===== src/rtl/balsa_pull_source.sv =====
// balsa_pull_source: passive end of a Balsa four-phase pull channel.
// A synchronous valid/ready producer fills a small FIFO. Each pull request
// on p_0r is answered with the oldest buffered word on p_0d/p_0a.
// Optional build macro BALSA_PULL_SYNC_EN adds a two-flop synchronizer on
// p_0r for an initiator that runs asynchronously to clk.
module balsa_pull_source #(
  parameter int unsigned WIDTH = 8,
  parameter int unsigned DEPTH = 4
) (
  input  logic                     clk,
  input  logic                     rst_n,
  input  logic                     s_valid,
  output logic                     s_ready,
  input  logic [WIDTH-1:0]         s_data,
  input  logic                     p_0r,
  output logic                     p_0a,
  output logic [WIDTH-1:0]         p_0d,
  output logic [$clog2(DEPTH):0]   count
);

  localparam int unsigned AW = $clog2(DEPTH);
  localparam int unsigned CW = AW + 1;

  typedef enum logic [1:0] {
    ST_IDLE = 2'd0,
    ST_WAIT = 2'd1,
    ST_ACK  = 2'd2
  } state_e;

  state_e           state_q, state_d;
  logic             ack_q, ack_d;
  logic [WIDTH-1:0] data_q, data_d;
  logic [CW-1:0]    count_q, count_d;
  logic             ready_q, ready_d;
  logic [AW-1:0]    wptr_q, wptr_d;
  logic [AW-1:0]    rptr_q, rptr_d;
  logic [WIDTH-1:0] mem_q [DEPTH];

  logic req_i;
  logic push;
  logic pop;
  logic empty;

`ifdef BALSA_PULL_SYNC_EN
  logic sync1_q, sync2_q;

  // Two-flop synchronizer bringing the asynchronous request into clk.
  always_ff @(posedge clk or negedge rst_n) begin
    if (!rst_n) begin
      sync1_q <= 1'b0;
      sync2_q <= 1'b0;
    end else begin
      sync1_q <= p_0r;
      sync2_q <= sync1_q;
    end
  end

  assign req_i = sync2_q;
`else
  assign req_i = p_0r;
`endif

  assign push  = s_valid && ready_q;
  assign empty = (count_q == '0);

  // Handshake next-state: entering ACK pops the FIFO head into the data register.
  always_comb begin
    state_d = state_q;
    pop     = 1'b0;
    unique case (state_q)
      ST_IDLE: begin
        if (req_i) begin
          if (!empty) begin
            state_d = ST_ACK;
            pop     = 1'b1;
          end else begin
            state_d = ST_WAIT;
          end
        end
      end
      ST_WAIT: begin
        if (!req_i) begin
          state_d = ST_IDLE;
        end else if (!empty) begin
          state_d = ST_ACK;
          pop     = 1'b1;
        end
      end
      ST_ACK: begin
        if (!req_i) begin
          state_d = ST_IDLE;
        end
      end
      default: state_d = ST_IDLE;
    endcase
  end

  // FIFO bookkeeping and registered output values.
  always_comb begin
    ack_d   = (state_d == ST_ACK);
    data_d  = data_q;
    wptr_d  = wptr_q;
    rptr_d  = rptr_q;
    count_d = count_q + CW'(push) - CW'(pop);
    ready_d = (count_d != CW'(DEPTH));
    if (pop) begin
      data_d = mem_q[rptr_q];
      rptr_d = rptr_q + AW'(1);
    end
    if (push) begin
      wptr_d = wptr_q + AW'(1);
    end
  end

  // State, pointers, count and outputs.
  always_ff @(posedge clk or negedge rst_n) begin
    if (!rst_n) begin
      state_q <= ST_IDLE;
      ack_q   <= 1'b0;
      data_q  <= '0;
      count_q <= '0;
      ready_q <= 1'b1;
      wptr_q  <= '0;
      rptr_q  <= '0;
    end else begin
      state_q <= state_d;
      ack_q   <= ack_d;
      data_q  <= data_d;
      count_q <= count_d;
      ready_q <= ready_d;
      wptr_q  <= wptr_d;
      rptr_q  <= rptr_d;
    end
  end

  // FIFO storage; contents need no reset since count gates every read.
  always_ff @(posedge clk) begin
    if (push) begin
      mem_q[wptr_q] <= s_data;
    end
  end

  assign s_ready = ready_q;
  assign p_0a    = ack_q;
  assign p_0d    = data_q;
  assign count   = count_q;

endmodule


===== config.mk =====
export PLATFORM = sky130hd
export DESIGN_NAME = balsa_pull_source
export DESIGN_NICKNAME = d
export VERILOG_FILES = /design/src/rtl/balsa_pull_source.sv
export SDC_FILE = /design/constraint.sdc
export NUM_CORES = 1
export LEC_CHECK = 0
export ABC_CLOCK_PERIOD_IN_PS = 7000
export CORE_UTILIZATION = 55
export DETAILED_ROUTE_END_ITERATION = 6
export DONT_BUFFER_PORTS = 1
export GPL_ROUTABILITY_DRIVEN = 0
export MAX_ROUTING_LAYER = met4
export PLACE_DENSITY = 0.77
export SLEW_MARGIN = 15
export SYNTH_ARGS = -nofsm -noshare
export SYNTH_HDL_FRONTEND = slang
export SYNTH_SLANG_ARGS = --single-unit

===== constraint.sdc =====
create_clock -name clk -period 7 [get_ports clk]
set_clock_uncertainty 0.05 [all_clocks]
set_input_delay 0.7 -clock clk [delete_from_list [all_inputs] [get_ports clk]]
set_output_delay 0.7 -clock clk [all_outputs]
set_load 0.05 [all_outputs]

==> results.md <==
- Worst endpoint required time: 7180 ps
- Clock latency on the worst-skew pair: 300 ps
- Largest net degree at the start of global routing: 20
- Num CTS Buffers: 5
- Mapped Avg Cell Area: 20.2 sq um
- Maximum vdd drop: 285 uV
- Final Util: 64.3%
- Number of fill cells: 229
- Crit-path max FO: 10
- Post-synth top area cell: edfxtp_1
- Share of cells above drive strength 1: 27.1%
- Top cells by area, synth: edfxtp_1 (47%), dfrtp_1 (22%), mux4_2 (8.9%), mux2_4 (5.9%), ha_1 (3.7%)
- CP endpoint kind: register
- Yosys top cell area share: 47.2%
- Post-synth ARST share: 37.3%
- Post-DP HPWL: 2060 um
- Final setup fails: 0
- Final instance area: 2210 sq um
- Die area: 3950 sq um
- Number of port buffers: 0
- Worst-path clk slew: 90 ps
- M2 GR Usage: 27.6%
- Final min period: 2730 ps
- Fin. Hold Viols: 0
- Mapped Cells: 101
- Number of flops mapped to enable cells by yosys: 32
- Final period util: 39.0%
- # IOs: 25
- Clock root buffer: clkbuf_8
- Drt drc: 0
- Met1 Use GR: 22.0%
- Final Net Count: 125
- Routed length per placed instance: 19.6 um
- Grt total ovfl: 0
- Worst path arrival time: 2910 ps
- Synth cell types: 22
- Slowest CP cell: dfrtp_1
- Clock Path Buffers: 2
- Critical path class: reg2reg
- FF-to-FF End: s_ready$_DFF_PN1_
- First-pass GRT wire length: 4920 um
- TritonCTS clock tree: built
- Net Sw Frac: 36.6%
- Detailed router's first-iteration violation count: 70
- Reg2reg start: count[1]$_DFF_PN0_
- Slew HR: 56.2%
- Synthesis-stage register bit count: 51
- HP Class: in2async
- Area Overhead vs Synth: 8.79%
- Fmax achieved: 0.366 GHz
- Die X-Extent: 62.8 um
- Hold buffers post-CTS: 0
- Buffers and inverters on the worst path: 2
- RSZ-0062 raised after global routing: no
- DR vias: 881
- Reg2reg setup slack: 4270 ps
- Most used flip-flop cell after synthesis: edfxtp_1
- Register-to-Register Path Depth: 10
- CP Depth: 10
- Mapped Area: 2040 sq um
- Antenna violations before repair: 0
- GRT met3 Usage: 6.39%
- H-tree depth reported by CTS: 2
- Measured slew at the worst slew-check pin: 658 ps
- Gate power share: 22.6%
- Total GRT Usage: 18.6%
- Starting Density: 59.1%
- Max-slew violations: 0
- Resized Gates After CTS: 0
- Vias/cell: 5.76
- Syn Nets: 120
- Rows: 21
- Die Height: 62.8 um
- Core outline area: 3440 sq um
- Placed cell area: 2080 sq um
- Seq pwr share: 56.4%
- Inserted Diodes: 0
- Clock share of power: 21.0%
- Grt peak-use layer: met2
- Leak Pwr: 0.844 nW
- Internal power: 0.706 mW
- Sw Pwr: 0.408 mW
- Vias in the first global route: 969
- Sequential fraction of the synthesis area: 70.6%
- Critical path cell sequence: nor3_4 -> nor2_8 -> ha_1 -> inv_1 -> ha_1 -> inv_1 -> fa_1 -> xnor2_1 -> xnor2_1 -> nand3b_1
- Setup bufs post-CTS: 0
- Post-Route Setup TNS: 0 ps
- Warnings, synthesis: 0
- Slowest stage delay, CP: 640 ps
- Power Dens Cells: 503 nW/um^2
- TritonCTS sink count: 51
- Setup crit start kind: register
- Final WL: 3000 um
- DR pass1 iterations: 4
- Max Cap Viol: 0
- Run status: finished, final reports clean
- Post-route ant nets: 0
- Cell family with most CP delay: adder cells
[how the worst max path moves through the flow]
| stage | start | endpoint | slack, ps |
|---|---|---|---|
| 2_1_floorplan | count[1]$_DFF_PN0_ | s_ready$_DFF_PN1_ | 4450 |
| 3_3_place_gp | count[1]$_DFF_PN0_ | s_ready$_DFF_PN1_ | 4380 |
| 3_5_place_dp | count[1]$_DFF_PN0_ | s_ready$_DFF_PN1_ | 4290 |
| 4_1_cts | count[1]$_DFF_PN0_ | s_ready$_DFF_PN1_ | 4270 |
| 5_1_grt | count[1]$_DFF_PN0_ | s_ready$_DFF_PN1_ | 4110 |
| 6_report | count[1]$_DFF_PN0_ | s_ready$_DFF_PN1_ | 4270 |
[power groups by stage]
stage / Sequential [mW] / Combinational, mW / Clock (mW)
finish: 0.628 / 0.252 / 0.234
detailed placement: 0.637 / 0.254 / 0
global placement: 0.633 / 0.240 / 0
global route: 0.641 / 0.279 / 0.250
floorplan: 0.594 / 0.242 / 0
CTS: 0.631 / 0.256 / 0.240
[cell families (layout without fill, tap and decap cells)]
| logic type | after synthesis | after routing | share of synthesized area (%) |
|---|---|---|---|
| flops | 51 | 51 | 70.6 |
| mux | 17 | 17 | 15.3 |
| simple gates | 12 | 12 | 4.98 |
| fa+ha+maj | 7 | 7 | 4.67 |
| buf+inv | 7 | 13 | 1.66 |
| xor+xnor | 5 | 5 | 2.15 |
| compound gates | 2 | 2 | 0.615 |
[layout make-up]
class | instances | area (sq um) | share of cell area (%)
inverter | 5 | 18.8 | 0.847
clock inverter | 3 | 67.6 | 3.05
multi-input combinational | 43 | 564 | 25.5
sequential | 51 | 1440 | 64.9
tap | 46 | 57.6 | 2.60
clock buffer | 5 | 68.8 | 3.11
[routing by layer]
layer | routed length [um] | up-vias
met3 | 177 | 5
li1 | - | 391
met5 | 0 | -
met4 | 59 | 0
met2 | 1490 | 33
met1 | 1270 | 452
[flip-flops by register name, summed over array words and instances, names as in the netlist]
signal,cells
count,3
p_0a,1
wptr_q,2
mem_q,32
s_ready,1
p_0d,8
state_q,2
rptr_q,2
[cell usage in the layout (no fill, tap or decap), drive strengths merged, types with 2 or more instances in the layout]
cell type	count
xnor2	3
nand2	2
o22ai	2
bufinv	2
clkbuf	5
mux2	9
and3	4
ha	6
dfrtp	18
xor2	2
edfxtp	32
inv	5
mux4	8
[Yosys cell counts (2+ instances only)]
cell type,count
xor2_1,2
o22ai_1,2
mux4_2,8
mux2_4,8
xnor2_1,3
ha_1,6
and3_1,4
inv_1,5
edfxtp_1,32
nand2_1,2
dfrtp_1,18
[stage by stage]
step           hold WS (ps)  setup WS [ps]  std cells  total power, mW
2_1_floorplan           354           4450        101            0.836
3_3_place_gp            355           4380        145            0.873
3_5_place_dp            355           4290        145            0.891
4_1_cts                15.9           4270        153             1.13
5_1_grt               0.434           4110        153             1.17
6_report               26.5           4270        153             1.11
Note: power is estimated with default switching activity, not from simulation.
